## src/rtl/id_ex_pkg.sv

```systemverilog
// Shared types and defaults for the ID/EX operand stage.
package id_ex_pkg;

  localparam int WIDTH_DEF = 64;
  localparam int DEPTH_DEF = 5;

  // Stage control state: normal flow or the single bubble cycle after a load-use hazard.
  typedef enum logic {
    RUN   = 1'b0,
    STALL = 1'b1
  } state_e;

  // Source chosen for one operand by the forwarding network.
  typedef enum logic [1:0] {
    FWD_ZERO = 2'd0,
    FWD_EX   = 2'd1,
    FWD_WB   = 2'd2,
    FWD_RF   = 2'd3
  } fwd_sel_e;

endpackage

```

## src/rtl/operand_fwd_mux.sv

```systemverilog
// Priority forwarding for one source operand: x0, then EX/MEM, then writeback,
// then the register-file read data.
module operand_fwd_mux
  import id_ex_pkg::*;
#(
  parameter int WIDTH = WIDTH_DEF,
  parameter int DEPTH = DEPTH_DEF
) (
  input  logic [DEPTH-1:0] src_addr,
  input  logic [WIDTH-1:0] rf_data,
  input  logic             ex_en,
  input  logic [DEPTH-1:0] ex_addr,
  input  logic [WIDTH-1:0] ex_data,
  input  logic             wb_en,
  input  logic [DEPTH-1:0] wb_addr,
  input  logic [WIDTH-1:0] wb_data,
  output logic [WIDTH-1:0] operand
);

  fwd_sel_e sel;

  // Pick the youngest valid producer of src_addr; x0 always reads as zero.
  always_comb begin
    // NOTE: every output of a combinational block gets a default first so no path infers a latch.
    sel = FWD_RF;
    if (src_addr == '0)
      sel = FWD_ZERO;
    else if (ex_en && (ex_addr == src_addr))
      sel = FWD_EX;
    else if (wb_en && (wb_addr == src_addr))
      sel = FWD_WB;
  end

  // Route the selected source to the operand.
  always_comb begin
    operand = rf_data;
    case (sel)
      FWD_ZERO: operand = '0;
      FWD_EX:   operand = ex_data;
      FWD_WB:   operand = wb_data;
      default:  operand = rf_data;
    endcase
  end

endmodule

```

## src/rtl/id_ex_operand_stage.sv

```systemverilog
// ID/EX operand stage: forwards rs1/rs2, registers operands and control for EX,
// and inserts a one-cycle bubble on a load-use hazard.
// Optional: define ID_EX_STALL_CNT_EN to add stall_cnt_o, a wrapping count of
// hazard bubbles.
module id_ex_operand_stage
  import id_ex_pkg::*;
#(
  parameter int WIDTH = WIDTH_DEF,
  parameter int DEPTH = DEPTH_DEF
) (
  input  logic             clk_i,
  input  logic             rst_n_i,
  input  logic             valid_i,
  output logic             ready_o,
  input  logic [DEPTH-1:0] rs1_addr_i,
  input  logic [DEPTH-1:0] rs2_addr_i,
  input  logic [WIDTH-1:0] rs1_data_i,
  input  logic [WIDTH-1:0] rs2_data_i,
  input  logic [DEPTH-1:0] rd_addr_i,
  input  logic             rd_wr_i,
  input  logic             is_load_i,
  input  logic             flush_i,
  input  logic             ex_fwd_en_i,
  input  logic [DEPTH-1:0] ex_fwd_addr_i,
  input  logic [WIDTH-1:0] ex_fwd_data_i,
  input  logic             wb_fwd_en_i,
  input  logic [DEPTH-1:0] wb_fwd_addr_i,
  input  logic [WIDTH-1:0] wb_fwd_data_i,
  output logic             valid_o,
  input  logic             ready_i,
  output logic [WIDTH-1:0] op_a_o,
  output logic [WIDTH-1:0] op_b_o,
  output logic [DEPTH-1:0] rd_addr_o,
  output logic             rd_wr_o,
  output logic             is_load_o
`ifdef ID_EX_STALL_CNT_EN
  ,
  output logic [31:0]      stall_cnt_o
`endif
);

  logic [WIDTH-1:0] fwd_a;
  logic [WIDTH-1:0] fwd_b;
  logic             hz;
  logic             capture;
  state_e           state_q;

  operand_fwd_mux #(.WIDTH(WIDTH), .DEPTH(DEPTH)) u_fwd_a (
    .src_addr (rs1_addr_i),
    .rf_data  (rs1_data_i),
    .ex_en    (ex_fwd_en_i),
    .ex_addr  (ex_fwd_addr_i),
    .ex_data  (ex_fwd_data_i),
    .wb_en    (wb_fwd_en_i),
    .wb_addr  (wb_fwd_addr_i),
    .wb_data  (wb_fwd_data_i),
    .operand  (fwd_a)
  );

  operand_fwd_mux #(.WIDTH(WIDTH), .DEPTH(DEPTH)) u_fwd_b (
    .src_addr (rs2_addr_i),
    .rf_data  (rs2_data_i),
    .ex_en    (ex_fwd_en_i),
    .ex_addr  (ex_fwd_addr_i),
    .ex_data  (ex_fwd_data_i),
    .wb_en    (wb_fwd_en_i),
    .wb_addr  (wb_fwd_addr_i),
    .wb_data  (wb_fwd_data_i),
    .operand  (fwd_b)
  );

  // A load sitting in EX cannot forward yet: the incoming consumer must wait a cycle.
  assign hz = valid_o && is_load_o && rd_wr_o && (rd_addr_o != '0) && valid_i &&
              ((rd_addr_o == rs1_addr_i) || (rd_addr_o == rs2_addr_i));

  assign ready_o = !hz && (!valid_o || ready_i);
  assign capture = valid_i && ready_o;

  // Pipeline register plus RUN/STALL control; reset beats flush beats capture.
  always_ff @(posedge clk_i) begin
    // NOTE: sequential state uses non-blocking assignments so every flop samples pre-edge values.
    if (!rst_n_i) begin
      // NOTE: the payload registers are reset too, since EX sees all-zero fields out of reset.
      valid_o   <= 1'b0;
      op_a_o    <= '0;
      op_b_o    <= '0;
      rd_addr_o <= '0;
      rd_wr_o   <= 1'b0;
      is_load_o <= 1'b0;
      state_q   <= RUN;
    end else if (flush_i) begin
      valid_o <= 1'b0;
      state_q <= RUN;
    end else begin
      if (capture) begin
        valid_o   <= 1'b1;
        op_a_o    <= fwd_a;
        op_b_o    <= fwd_b;
        rd_addr_o <= rd_addr_i;
        rd_wr_o   <= rd_wr_i;
        is_load_o <= is_load_i;
      end else if (ready_i) begin
        // Drain, including the bubble issued when the hazard stalls decode.
        valid_o <= 1'b0;
      end

      case (state_q)
        RUN:     if (hz && ready_i) state_q <= STALL;
        STALL:   state_q <= RUN;
        default: state_q <= RUN;
      endcase
    end
  end

`ifdef ID_EX_STALL_CNT_EN
  // Count bubbles caused by load-use hazards; flush leaves the count alone.
  always_ff @(posedge clk_i) begin
    if (!rst_n_i)
      stall_cnt_o <= '0;
    else if (!flush_i && (state_q == RUN) && hz && ready_i)
      stall_cnt_o <= stall_cnt_o + 32'd1;
  end
`endif

endmodule

```

## config.mk

```make
export PLATFORM = sky130hd
export DESIGN_NAME = id_ex_operand_stage
export DESIGN_NICKNAME = d
export VERILOG_FILES = /design/src/rtl/id_ex_pkg.sv /design/src/rtl/operand_fwd_mux.sv /design/src/rtl/id_ex_operand_stage.sv
export SDC_FILE = /design/constraint.sdc
export NUM_CORES = 1
export LEC_CHECK = 0
export BUFFER_PORTS_ARGS = -buffer_cell sky130_fd_sc_hd__buf_4
export CAP_MARGIN = 20
export CORE_AREA = 2 2 164 166
export CTS_CLUSTER_DIAMETER = 100
export CTS_CLUSTER_SIZE = 24
export DETAILED_ROUTE_END_ITERATION = 12
export DIE_AREA = 0 0 166 168
export GPL_TIMING_DRIVEN = 0
export HOLD_SLACK_MARGIN = 0.02
export PLACE_DENSITY = 0.6
export SYNTH_ARGS = -nofsm -noshare
export SYNTH_HDL_FRONTEND = slang
export SYNTH_SLANG_ARGS = --single-unit
export TNS_END_PERCENT = 20
```

## constraint.sdc

```tcl
create_clock -name clk_i -period 2.6 [get_ports clk_i]
set_clock_uncertainty 0.05 [all_clocks]
set_input_delay 0.26 -clock clk_i [delete_from_list [all_inputs] [get_ports clk_i]]
set_output_delay 0.26 -clock clk_i [all_outputs]
set_load 0.005 [all_outputs]
```

Word level (Yosys, flattened, before mapping)
Cells that the tools add are included.
- bits in registers: 136
- bits of input ports: 290
- output and inout port bits: 137
- logic and storage cells: 51
- equal/unequal tests: 10
- muxes and demuxes: 10
- bitwise logic cells: 2
- reductions and logical operators: 23
- operators by type and width (operator ; count):
    one-hot mux 64 bit (3 select lines) ; 2
    equality test 5 bit ; 6
    logical AND 1 bit ; 11
    logical NOT 5 bit ; 2
    two-way mux 2 bit ; 4
    nonzero test 5 bit ; 1
    equality test 2 x 1 -> 1 bit (second input constant) ; 2
    equality test 2 bit (second input constant) ; 2
    logical NOT 2 bit ; 2
    two-way mux 1 bit ; 4
    logical NOT 1 bit ; 2
    logical OR 1 bit ; 2
    inverter 1 bit ; 2
    AND reduction 2 bit ; 1
    nonzero test 2 bit ; 1
    OR reduction 2 bit ; 1

Longest topological paths before layout
Gate-level depths: netlist (run 1).
- depth in word-level cells: 9
- depth in mapped cells: 8
- gate-level depth less buffers: 5

By module
A second synthesis (run 1) with hierarchy kept.
- cell total of the unflattened synthesis: 1076
- area, all modules: 8804.7 um^2
- by module, submodules not included (module ; instances ; cells an instance ; area each (um^2) ; sequential area each (um^2)):
    id_ex_operand_stage ; 1 ; 612 ; 5539.1 ; 2722.6
    operand_fwd_mux ; 2 ; 232 ; 1632.8 ; 0.0

Least setup slack after synthesis (run 1)
Ideal clock, no wire load.
- path type: register to register
- from: register rd_addr_o[4]
- to: register op_b_o[21]
- library setup time: 0.132 ns
- arrival: 1.719 ns
- required time: 2.418 ns
- slack: 0.699 ns
- stages on the path, launching flop included: 8
- buffers on the path: 2
- clock period less this slack: 1.901 ns
- cells stage by stage: dfxtp_1 > xnor2_1 > nand3_1 > o22a_1 > o211ai_2 > buf_2 > clkbuf_1 > o32ai_1
- cells in the longest elaborated chain, start to end: 8
- elaborated cells on any way between the ends: 11
- those cells by class: eq/ne: 2; reduce/logical: 9
- RTL lines (element ; RTL line ; source):
    from (decl) ; id_ex_operand_stage.sv:33 ; output logic [DEPTH-1:0] rd_addr_o,
    from (signal assigned) ; id_ex_operand_stage.sv:99 ; rd_addr_o <= rd_addr_i;
    nonzero test 5 bit ; id_ex_operand_stage.sv:73 ; assign hz = valid_o && is_load_o && rd_wr_o && (rd_addr_o != '0) && valid_i &&
    logical AND 1 bit (2 in series) ; id_ex_operand_stage.sv:73 ;
    logical AND 1 bit (*) ; id_ex_operand_stage.sv:73 ;
    logical NOT 1 bit (*) ; id_ex_operand_stage.sv:76 ; assign ready_o = !hz && (!valid_o || ready_i);
    logical AND 1 bit (*) ; id_ex_operand_stage.sv:76 ;
    logical AND 1 bit (*) ; id_ex_operand_stage.sv:77 ; assign capture = valid_i && ready_o;
    AND reduction 2 bit (no source line) (*) ; -- ;
    to (signal assigned) ; id_ex_operand_stage.sv:98 ; op_b_o <= fwd_b;
    to (decl) ; id_ex_operand_stage.sv:32 ; output logic [WIDTH-1:0] op_b_o,
Every way passes the cells marked *; elsewhere a longest branch is shown, timed or not.
A chain may end at the register's enable or synchronous reset.

Worst setup path in the final report (run 1)
- from: input wb_fwd_addr_i[1]
- to: register op_b_o[25]
- cells in the longest elaborated chain, start to end: 7
- elaborated cells on any way between the ends: 9
- those cells by class: eq/ne: 3; mux: 4; reduce/logical: 2
- RTL lines (element ; RTL line ; source):
    from (decl) ; id_ex_operand_stage.sv:27 ; input logic [DEPTH-1:0] wb_fwd_addr_i,
    equality test 5 bit (*) ; operand_fwd_mux.sv:30 ; else if (wb_en && (wb_addr == src_addr))
    logical AND 1 bit (*) ; operand_fwd_mux.sv:30 ;
    two-way mux 1 bit (*) ; operand_fwd_mux.sv:30 ;
    two-way mux 2 bit (*) ; operand_fwd_mux.sv:28 ; else if (ex_en && (ex_addr == src_addr))
    two-way mux 2 bit (*) ; operand_fwd_mux.sv:26 ; if (src_addr == '0)
    equality test 2 bit (tied with other cells) ; operand_fwd_mux.sv:37 ; case (sel)
    one-hot mux 64 bit (3 select lines) (*) ; operand_fwd_mux.sv:37 ;
Marks and branches as above.

==> impl_metrics.ini, run 1 <==
[grt]
grt_max_degree = 17
grt_first_pass_wirelength_um = 69230
grt_overflow = 0
grt_use_total_pct = 32.53
antenna_found_initial = 0
grt_pass1_vias = 11100

[placed_design]
dp_cells = 1951
place_congestion = 0.9024
place_hpwl_um = 36380
io_buffers = 425
place_area_um2 = 12790

[route]
first_pass_iters = 6
drt_iter0_drc = 1167
ant_nets = 0
avgViaCountPerCell = 5.907
wl_per_cell_um = 24.15
vias = 11720
drt_wl_total_um = 47910
drc = 0

[worst_setup_path]
crit_required_ps = 2860
setup.worst_path.end_class = flop
start_kind = input port
path_class = input port to flop
path_max_fanout = 10
arrival_ps = 2790

[die]
start_util_pct = 34.82
die_area_um2 = 27890
coreArea_um2 = 26350
die_x_um = 166
die_height_um = 168
rows = 60
ioPinCount = 427

[finish]
final_cells = 1984
drive_gt1_share_pct = 34.47
final_common_cell = buf_4
fin_area_um2 = 13460
mostFrequentLayoutCells = buf_4, dfxtp_1, inv_1, a21oi_1, nor2_1
synthToLayoutAreaGrowth_pct = 46.73
final_nets = 1920
utilization_pct = 51.09

[job]
max_cap_viol_count = 0

[synth]
yosysSeqAreaShare_pct = 29.67
yosys_register_bits = 136
ys_types = 43
synth_cells = 1185
postSynthAreaPerCell_um2 = 7.743
ys_warn_count = 0
synth.cell_area_um2 = 9175
synth_nets = 1475

[power]
intPower_w = 0.004613
p_comb_share_pct = 24.5
cellPowerDensity_nw_per_um2 = 490.4
seqPwrFrac_pct = 34.5
power.switching_w = 0.001989
swShare_pct = 30.12
ir_worst_vdd_v = 0.0002662
clockPowerShare_pct = 40.9
leakage_nw = 5.490

[sta]
fmax_mhz = 396.2
rsz0062_at_grt = no
setup_viol_count_final = 0
timing.final.crit_share_pct = 97.08
hold_viol = 0
slew_headroom_pct = 38.33
drv_slew = 0
tightest_slew_ps = 925.1
holdWs_ps = 29.64
post-route-min-period_ps = 2524

[clock_tree]
worstSkewPairLatency_ps = 440
cts_buffers = 17
ctsRootBufferMaster = clkbuf_16
clock-sinks = 136
clkSlewWorstSetupHoldPaths_ps = 70
clock_path_buffers = 2
cts_tree = built
htreeDepth = 4

[status]
status = completed

[hold_path]
worstHoldPathType = input port to flop
## metal layers
layer	track usage [%]	up-vias	wire length [um]
met5	0	-	0
met4	13.84	0	1966
met3	9.027	106	4729
met2	53.49	694	22360
met1	40.06	5592	18850
li1	-	5327	-
## synth_stat cells
cell | n | area, um2
clkbuf_1 | 72 | 270.3
xnor2_1 | 20 | 175.2
o32ai_1 | 98 | 858.3
o32ai_2 | 16 | 260.3
a221oi_1 | 88 | 770.7
a21o_1 | 2 | 15.01
or2_2 | 1 | 6.260
nor2b_1 | 2 | 12.51
a211oi_1 | 2 | 15.01
o211ai_1 | 14 | 105.1
mux2i_1 | 7 | 70.07
a21oi_1 | 118 | 590.6
a21oi_2 | 1 | 8.760
buf_1 | 3 | 11.26
xnor2_2 | 2 | 32.53
or2_1 | 3 | 18.77
and4b_1 | 2 | 20.02
buf_4 | 7 | 52.55
nor4_2 | 1 | 12.51
xor2_1 | 8 | 70.07
o31ai_2 | 1 | 12.51
o211ai_2 | 1 | 12.51
a41oi_2 | 1 | 16.27
o22ai_1 | 1 | 6.260
and2_1 | 66 | 412.9
a21boi_0 | 1 | 7.510
o21ai_0 | 15 | 75.07
nand2_1 | 34 | 127.6
inv_1 | 129 | 484.2
dfxtp_1 | 136 | 2723
nand2b_1 | 3 | 18.77
nor3_1 | 14 | 70.07
o211a_1 | 1 | 10.01
nor2_1 | 106 | 397.9
buf_2 | 42 | 210.2
nand4_1 | 17 | 106.4
o22a_1 | 1 | 8.760
nand3_1 | 104 | 520.5
nor4_1 | 1 | 6.260
buf_6 | 3 | 33.78
o31a_1 | 1 | 8.760
a221oi_2 | 26 | 390.4
a32o_1 | 14 | 140.1
## layout make-up
type	instances	area, um2
Inverter	129	484.2
Clock inverter	12	173.9
Buffer	127	589.3
Fill cell	2688	12890
Sequential cell	136	2723
Multi-Input combinational cell	793	5410
Antenna cell	1	2.502
Timing Repair Buffer	426	3201
Tap cell	341	426.7
Clock buffer	19	452.9
## worst max-delay path, stage by stage
cell	delay, ps
buf_4	130
xnor2_2	710
nand2_1	380
or2_1	290
buf_2	230
buf_2	250
a221oi_1	390
o32ai_1	130
## logic make-up after synthesis
group                  synth area share, %
AO/OA/AOI/OAI                        36.10
XOR/XNOR                             3.027
buffers and inverters                11.58
flip-flops                           29.67
multiplexers                        0.7637
AND/OR/NAND/NOR                      18.86
## metrics by stage
step,power [W],worst slack [ps],TNS [ps]
floorplan,0.003044,699.0,0
global placement,0.003903,-313.6,-25110
detailed placement,0.003912,-335.5,-28810
CTS,0.006586,50.72,0
global route,0.006801,4.535,0
finish,0.006602,75.83,0
## power by group through the flow
stage	registers (W)	logic, W	clock network [W]
floorplan	0.00231	0.000730	0
global placement	0.00232	0.00158	0
CTS	0.00228	0.00160	0.00271
global route	0.00229	0.00173	0.00279
finish	0.00228	0.00162	0.00270
detailed placement	0.00232	0.00159	0
## flip-flops by register name (all words and copies together), names as in the netlist
signal,flops
is_load_o,1
op_a_o,64
op_b_o,64
rd_addr_o,5
rd_wr_o,1
valid_o,1
## repair_timing
| item | in CTS | in global routing |
|---|---|---|
| resized for setup | 9 | 4 |
| endpoints found under the setup margin | 114 | 70 |
| buffers inserted | 0 | 0 |
| pin swaps | 0 | 1 |
| endpoints found under the hold margin | 1 | 0 |
| hold buffers | 1 | 0 |
## final timing paths
check              startpoint  slack (ps)  depth (start not counted)           end
min reg2reg        op_b_o[29]         410                          2    op_b_o[29]
max          wb_fwd_addr_i[1]          80                          8    op_b_o[25]
max reg2reg      rd_addr_o[4]         110                          7    op_b_o[56]
min              rd_addr_i[3]          30                          3  rd_addr_o[3]
No activity file was read; power rests on OpenSTA's default activity.
==> run 2: changes to the inputs <==
- ABC_AREA: default -> 1
- CORE_AREA: 2 2 164 166 -> 2 2 168 170
- DIE_AREA: 0 0 166 168 -> 0 0 170 172
- PLACE_DENSITY: 0.6 -> 0.57
==> impl_metrics.ini, run 2 <==
[hold_path]
hold_path_end = rd_addr_o[3]
worstHoldPathType = input port to flop
hp-start = rd_addr_i[3]
min_path_cells = 3

[power]
ir_worst_vdd_v = 0.0003390
cellPowerDensity_nw_per_um2 = 488.3
p_comb_share_pct = 25.1
power.switching_w = 0.001975
swShare_pct = 30.29
clockPowerShare_pct = 39.2
leakage_nw = 7.133
seqPwrFrac_pct = 35.8
intPower_w = 0.004545

[synth]
synth.cell_area_um2 = 9070
yosysSeqAreaShare_pct = 30.02
synth_cells = 1590
ys_types = 22
yosys.area.top_type = dfxtp_1
ys_warn_count = 0
synth_commonest_cells = nand2_1, nor2_1, nand4_1, inv_1, nand3_1
synth-main-ff-cell = dfxtp_1
synthArstFlopShare_pct = 0
synth_edf_count = 0
synth_top_area_share_pct = 30.02
synth_most_common_cell = nand2_1
yosys_register_bits = 136
synth_nets = 1880
postSynthAreaPerCell_um2 = 5.704
synthTopCellsByArea = dfxtp_1, nand2_1, nand4_1

[clock_tree]
htreeDepth = 4
cts_buffers = 17
worstSkewPairLatency_ps = 430
cts_resized = 0
clock-sinks = 136
clkSlewWorstSetupHoldPaths_ps = 70
cts_tree = built
clock_path_buffers = 2
ctsRootBufferMaster = clkbuf_16

[worst_setup_path]
r2r-start = rd_addr_o[1]
start_kind = flop
crit_family = simple AND/OR/NAND/NOR gates
path_class = flop to flop
arrival_ps = 2420
critical_path.cell_chain = inv_1, nand2_1, nand2_1, nor2_1, nand3_1, nand2_1, nand2_1, nand4_4, buf_4, buf_2, nand2_1, nand2_1, nor2_1
path_common_cell = nand2_1
path_max_fanout = 10
crit_buf_inv = 3
slowest_delay_ps = 420
r2r_slack_ps = 450
setup.worst_path.end_class = flop
slowest_stage = dfxtp_1
reg2regPathDepth = 13
reg2reg_to = op_b_o[54]
crit_required_ps = 2870

[finish]
synthToLayoutAreaGrowth_pct = 47.21
utilization_pct = 48.59
reg_top3 = op_a_o (64), op_b_o (64), rd_addr_o (5)
n_fill_cell = 3035
mostFrequentLayoutCells = nand2_1, buf_4, nor2_1, nand4_1, inv_1
final_common_cell = nand2_1
drive_gt1_share_pct = 27.24
final_nets = 2330

[grt]
grt_max_degree = 17
grt_first_pass_wirelength_um = 65800
grt_overflow = 0
antenna_found_initial = 1
grt_pass1_vias = 11630
grt_use_total_pct = 29.71

[sta]
slew_headroom_pct = 53.16
post-route-min-period_ps = 2146
timing.final.crit_share_pct = 82.55
tightest_slew_ps = 702.6
rsz0062_at_grt = no
hold_viol = 0
fmax_mhz = 465.9
setup_viol_count_final = 0
drv_slew = 0
tns_ps = 0

[die]
die_area_um2 = 29240
coreArea_um2 = 27480
rows = 61
ioPinCount = 427
start_util_pct = 33.01
die_x_um = 170
die_height_um = 172

[placed_design]
io_buffers = 425
place_hpwl_um = 35120
place_congestion = 0.9533

[route]
drt_wl_total_um = 44730
wl_per_cell_um = 18.65
vias = 12010
drc = 0
avgViaCountPerCell = 5.005
first_pass_iters = 7
drt_iter0_drc = 987
ant_nets = 0

[status]
status = completed

[job]
max_cap_viol_count = 0
## run 2: through the flow
step | hold WS [ps] | total power [W] | area [um2] | worst slack [ps] | cells
floorplan | 344.9 | 0.003075 | 9070 | 1012 | 1590
global placement | 433.6 | 0.003991 | 12690 | 412.7 | 2361
detailed placement | 438.7 | 0.003992 | 12690 | 384.6 | 2361
CTS | 21.81 | 0.006556 | 13350 | 431.3 | 2398
global route | 44.37 | 0.006833 | 13350 | 216.3 | 2399
finish | 31.84 | 0.006519 | 13350 | 453.8 | 2399
## run 2: worst max-delay path by stage
stage / startpoint / end / slack [ps] / cells past startpoint
floorplan: rd_addr_o[2] / op_a_o[0] / 1010 / 13
finish: rd_addr_o[1] / op_b_o[54] / 450 / 13
CTS: rd_addr_o[1] / op_b_o[54] / 430 / 13
detailed placement: rst_n_i / op_b_o[51] / 380 / 5
global placement: rst_n_i / op_b_o[47] / 410 / 5
global route: rd_addr_o[4] / op_b_o[51] / 220 / 13
## run 2: power groups by stage
stage | Sequential (W) | Combinational, W | Clock (W)
floorplan | 0.00237 | 0.000706 | 0
global placement | 0.00237 | 0.00162 | 0
detailed placement | 0.00238 | 0.00162 | 0
CTS | 0.00233 | 0.00163 | 0.00259
global route | 0.00235 | 0.00181 | 0.00268
finish | 0.00233 | 0.00163 | 0.00255
## run 2: cells by family after synthesis
family	count (synthesis)	share of synthesized area [%]
DFF	136	30.02
buffers and inverters	283	13.12
xor gates and xnor gates	6	0.5794
and+or+nand+nor	1155	55.73
AOI/OAI and AO/OA	10	0.5518
## run 2: routing by layer
layer | wire length (um) | vias to the layer above | GRT usage, % | part of all wire (%)
li1 | - | 5971 | - | -
met2 | 21110 | 539 | 51.13 | 47
met4 | 1599 | 0 | 11.97 | 3.6
met5 | 0 | - | 0 | 0
met1 | 17910 | 5415 | 35.12 | 40
met3 | 4116 | 83 | 8.125 | 9.2
## run 2: layout make-up
| type | count | area (um2) | area share (%) |
|---|---|---|---|
| antenna | 1 | 2.502 | 0.01874 |
| buffer | 124 | 593.1 | 4.442 |
| clock buffer | 20 | 446.7 | 3.346 |
| clock inverter | 11 | 148.9 | 1.115 |
| inverter | 159 | 596.8 | 4.470 |
| multi-input combinational | 1171 | 5157 | 38.63 |
| sequential | 136 | 2723 | 20.39 |
| tap | 346 | 432.9 | 3.242 |
| timing repair buffer | 431 | 3251 | 24.35 |
## run 2: what timing repair did
| action | CTS | global route |
|---|---|---|
| endpoints found under the hold margin | 6 | 0 |
| hold buffers | 6 | 0 |
| setup buffers | 0 | 0 |
## run 2: worst reg2reg max path: cells and delay by family (launching register included)
family / cells / cell delay (ps)
DFF: 1 / 420
buffers and inverters: 3 / 680
and+or+nand+nor: 10 / 880
==> run 3: changes to the inputs <==
- clock period: 2.6 -> 2 ns (I/O delays scaled with it)
==> impl_metrics.ini, run 3 (synthesis results as in run 2) <==
[status]
status = completed

[sta]
rsz0062_at_grt = no
fmax_mhz = 541.0
slew_headroom_pct = 54.97
setup_viol_count_final = 0
drv_slew = 0
timing.final.crit_share_pct = 92.41
hold_viol = 0
post-route-min-period_ps = 1848
tightest_slew_ps = 675.4

[placed_design]
io_buffers = 425
place_area_um2 = 12690
place_congestion = 0.9533
dp_cells = 2361
place_hpwl_um = 35120

[grt]
antenna_found_initial = 1
grt_max_degree = 17
grt_first_pass_wirelength_um = 65850
grt_overflow = 0
grt_pass1_vias = 11640
grt_use_total_pct = 29.74

[die]
coreArea_um2 = 27480
rows = 61
die_x_um = 170
die_area_um2 = 29240
ioPinCount = 427
die_height_um = 172
start_util_pct = 33.01

[power]
power.switching_w = 0.002574
p_comb_share_pct = 25.3
ir_worst_vdd_v = 0.0004399
leakage_nw = 7.201
clockPowerShare_pct = 39.0
cellPowerDensity_nw_per_um2 = 630.9
swShare_pct = 30.25
seqPwrFrac_pct = 35.6
intPower_w = 0.005937

[clock_tree]
htreeDepth = 4
worstSkewPairLatency_ps = 430
clock_path_buffers = 2
cts_buffers = 17
clock-sinks = 136
clkSlewWorstSetupHoldPaths_ps = 70
ctsRootBufferMaster = clkbuf_16
cts_tree = built

[worst_setup_path]
path_common_cell = nand2_1
crit_required_ps = 2270
slowest_stage = dfxtp_2
path_max_fanout = 10
path_class = flop to flop
slowest_delay_ps = 370
critical_path.cell_chain = inv_1, nand2_1, nand2_1, nor2_1, nand3_1, nand2_1, nand2_2, nand4_4, buf_12, buf_4, nand2_1, nand2_1, nor2_1
setup.worst_path.end_class = flop
arrival_ps = 2110
start_kind = flop

[finish]
final_common_cell = nand2_1
synthToLayoutAreaGrowth_pct = 48.72
utilization_pct = 49.09
mostFrequentLayoutCells = nand2_1, buf_4, nor2_1, nand4_1, inv_1
final_nets = 2334
reg_top3 = op_a_o (64), op_b_o (64), rd_addr_o (5)
fin_area_um2 = 13490
final_cells = 2403
drive_gt1_share_pct = 27.58
n_fill_cell = 3025

[route]
vias = 12030
drt_iter0_drc = 936
drt_wl_total_um = 44780
first_pass_iters = 5
drc = 0
ant_nets = 0
wl_per_cell_um = 18.63
avgViaCountPerCell = 5.005

[hold_path]
worstHoldPathType = input port to flop

[job]
max_cap_viol_count = 0
-- run 3: worst paths after layout --
check                from          to  slack (ps)  cells past startpoint
max          rd_addr_o[1]  op_b_o[26]         150                     13
min               valid_i     valid_o          30                      3
max reg2reg  rd_addr_o[1]  op_b_o[26]         150                     13
min reg2reg    op_a_o[60]  op_a_o[60]         460                      4
-- run 3: cell type report --
cell class,instances,area [um2],area share (%)
Multi-Input combinational cell,1171,5160,38.25
Timing Repair Buffer,435,3286,24.36
Sequential cell,136,2728,20.22
Buffer,124,688.2,5.102
Inverter,159,596.8,4.424
Clock buffer,20,446.7,3.311
Tap cell,346,432.9,3.209
Clock inverter,11,148.9,1.104
Antenna cell,1,2.502,0.01855
-- run 3: what timing repair did --
action	in CTS	in global routing
hold endpoints to repair	8	0
hold buffers	8	0
setup buffers	0	2
resized for setup	17	21
setup endpoints to repair	121	136
-- run 3: routing by layer --
layer  vias up  share of wire (%)  GRT usage [%]
li1       5978                  -              -
met5         -                  0              0
met4         0                3.6          12.23
met2       544                 47          51.13
met3        88                9.7          8.148
met1      5416                 39          35.09
-- run 3: stage by stage --
step,setup TNS (ps),power [W],setup WS (ps),hold WS (ps)
after floorplan,0,0.003997,411.8,284.9
after global placement,-6570,0.005189,-127.9,373.6
after detailed placement,-10420,0.005190,-171.9,378.7
after CTS,0,0.008540,12.42,29.79
after global routing,0,0.008918,2.591,43.00
final,0,0.008511,151.7,28.57
-- run 3: critical path, delay by kind of cell (launching register included) --
family | cells | cell delay (ps)
buf+inv | 3 | 470
flops | 1 | 370
simple gates | 10 | 820
-- run 3: power groups by stage --
stage	registers [W]	logic, W	clock network [W]
finish	0.00303	0.00216	0.00332
global route	0.00305	0.00238	0.00348
CTS	0.00303	0.00214	0.00337
detailed placement	0.00309	0.00210	0
global placement	0.00308	0.00211	0
floorplan	0.00308	0.000917	0
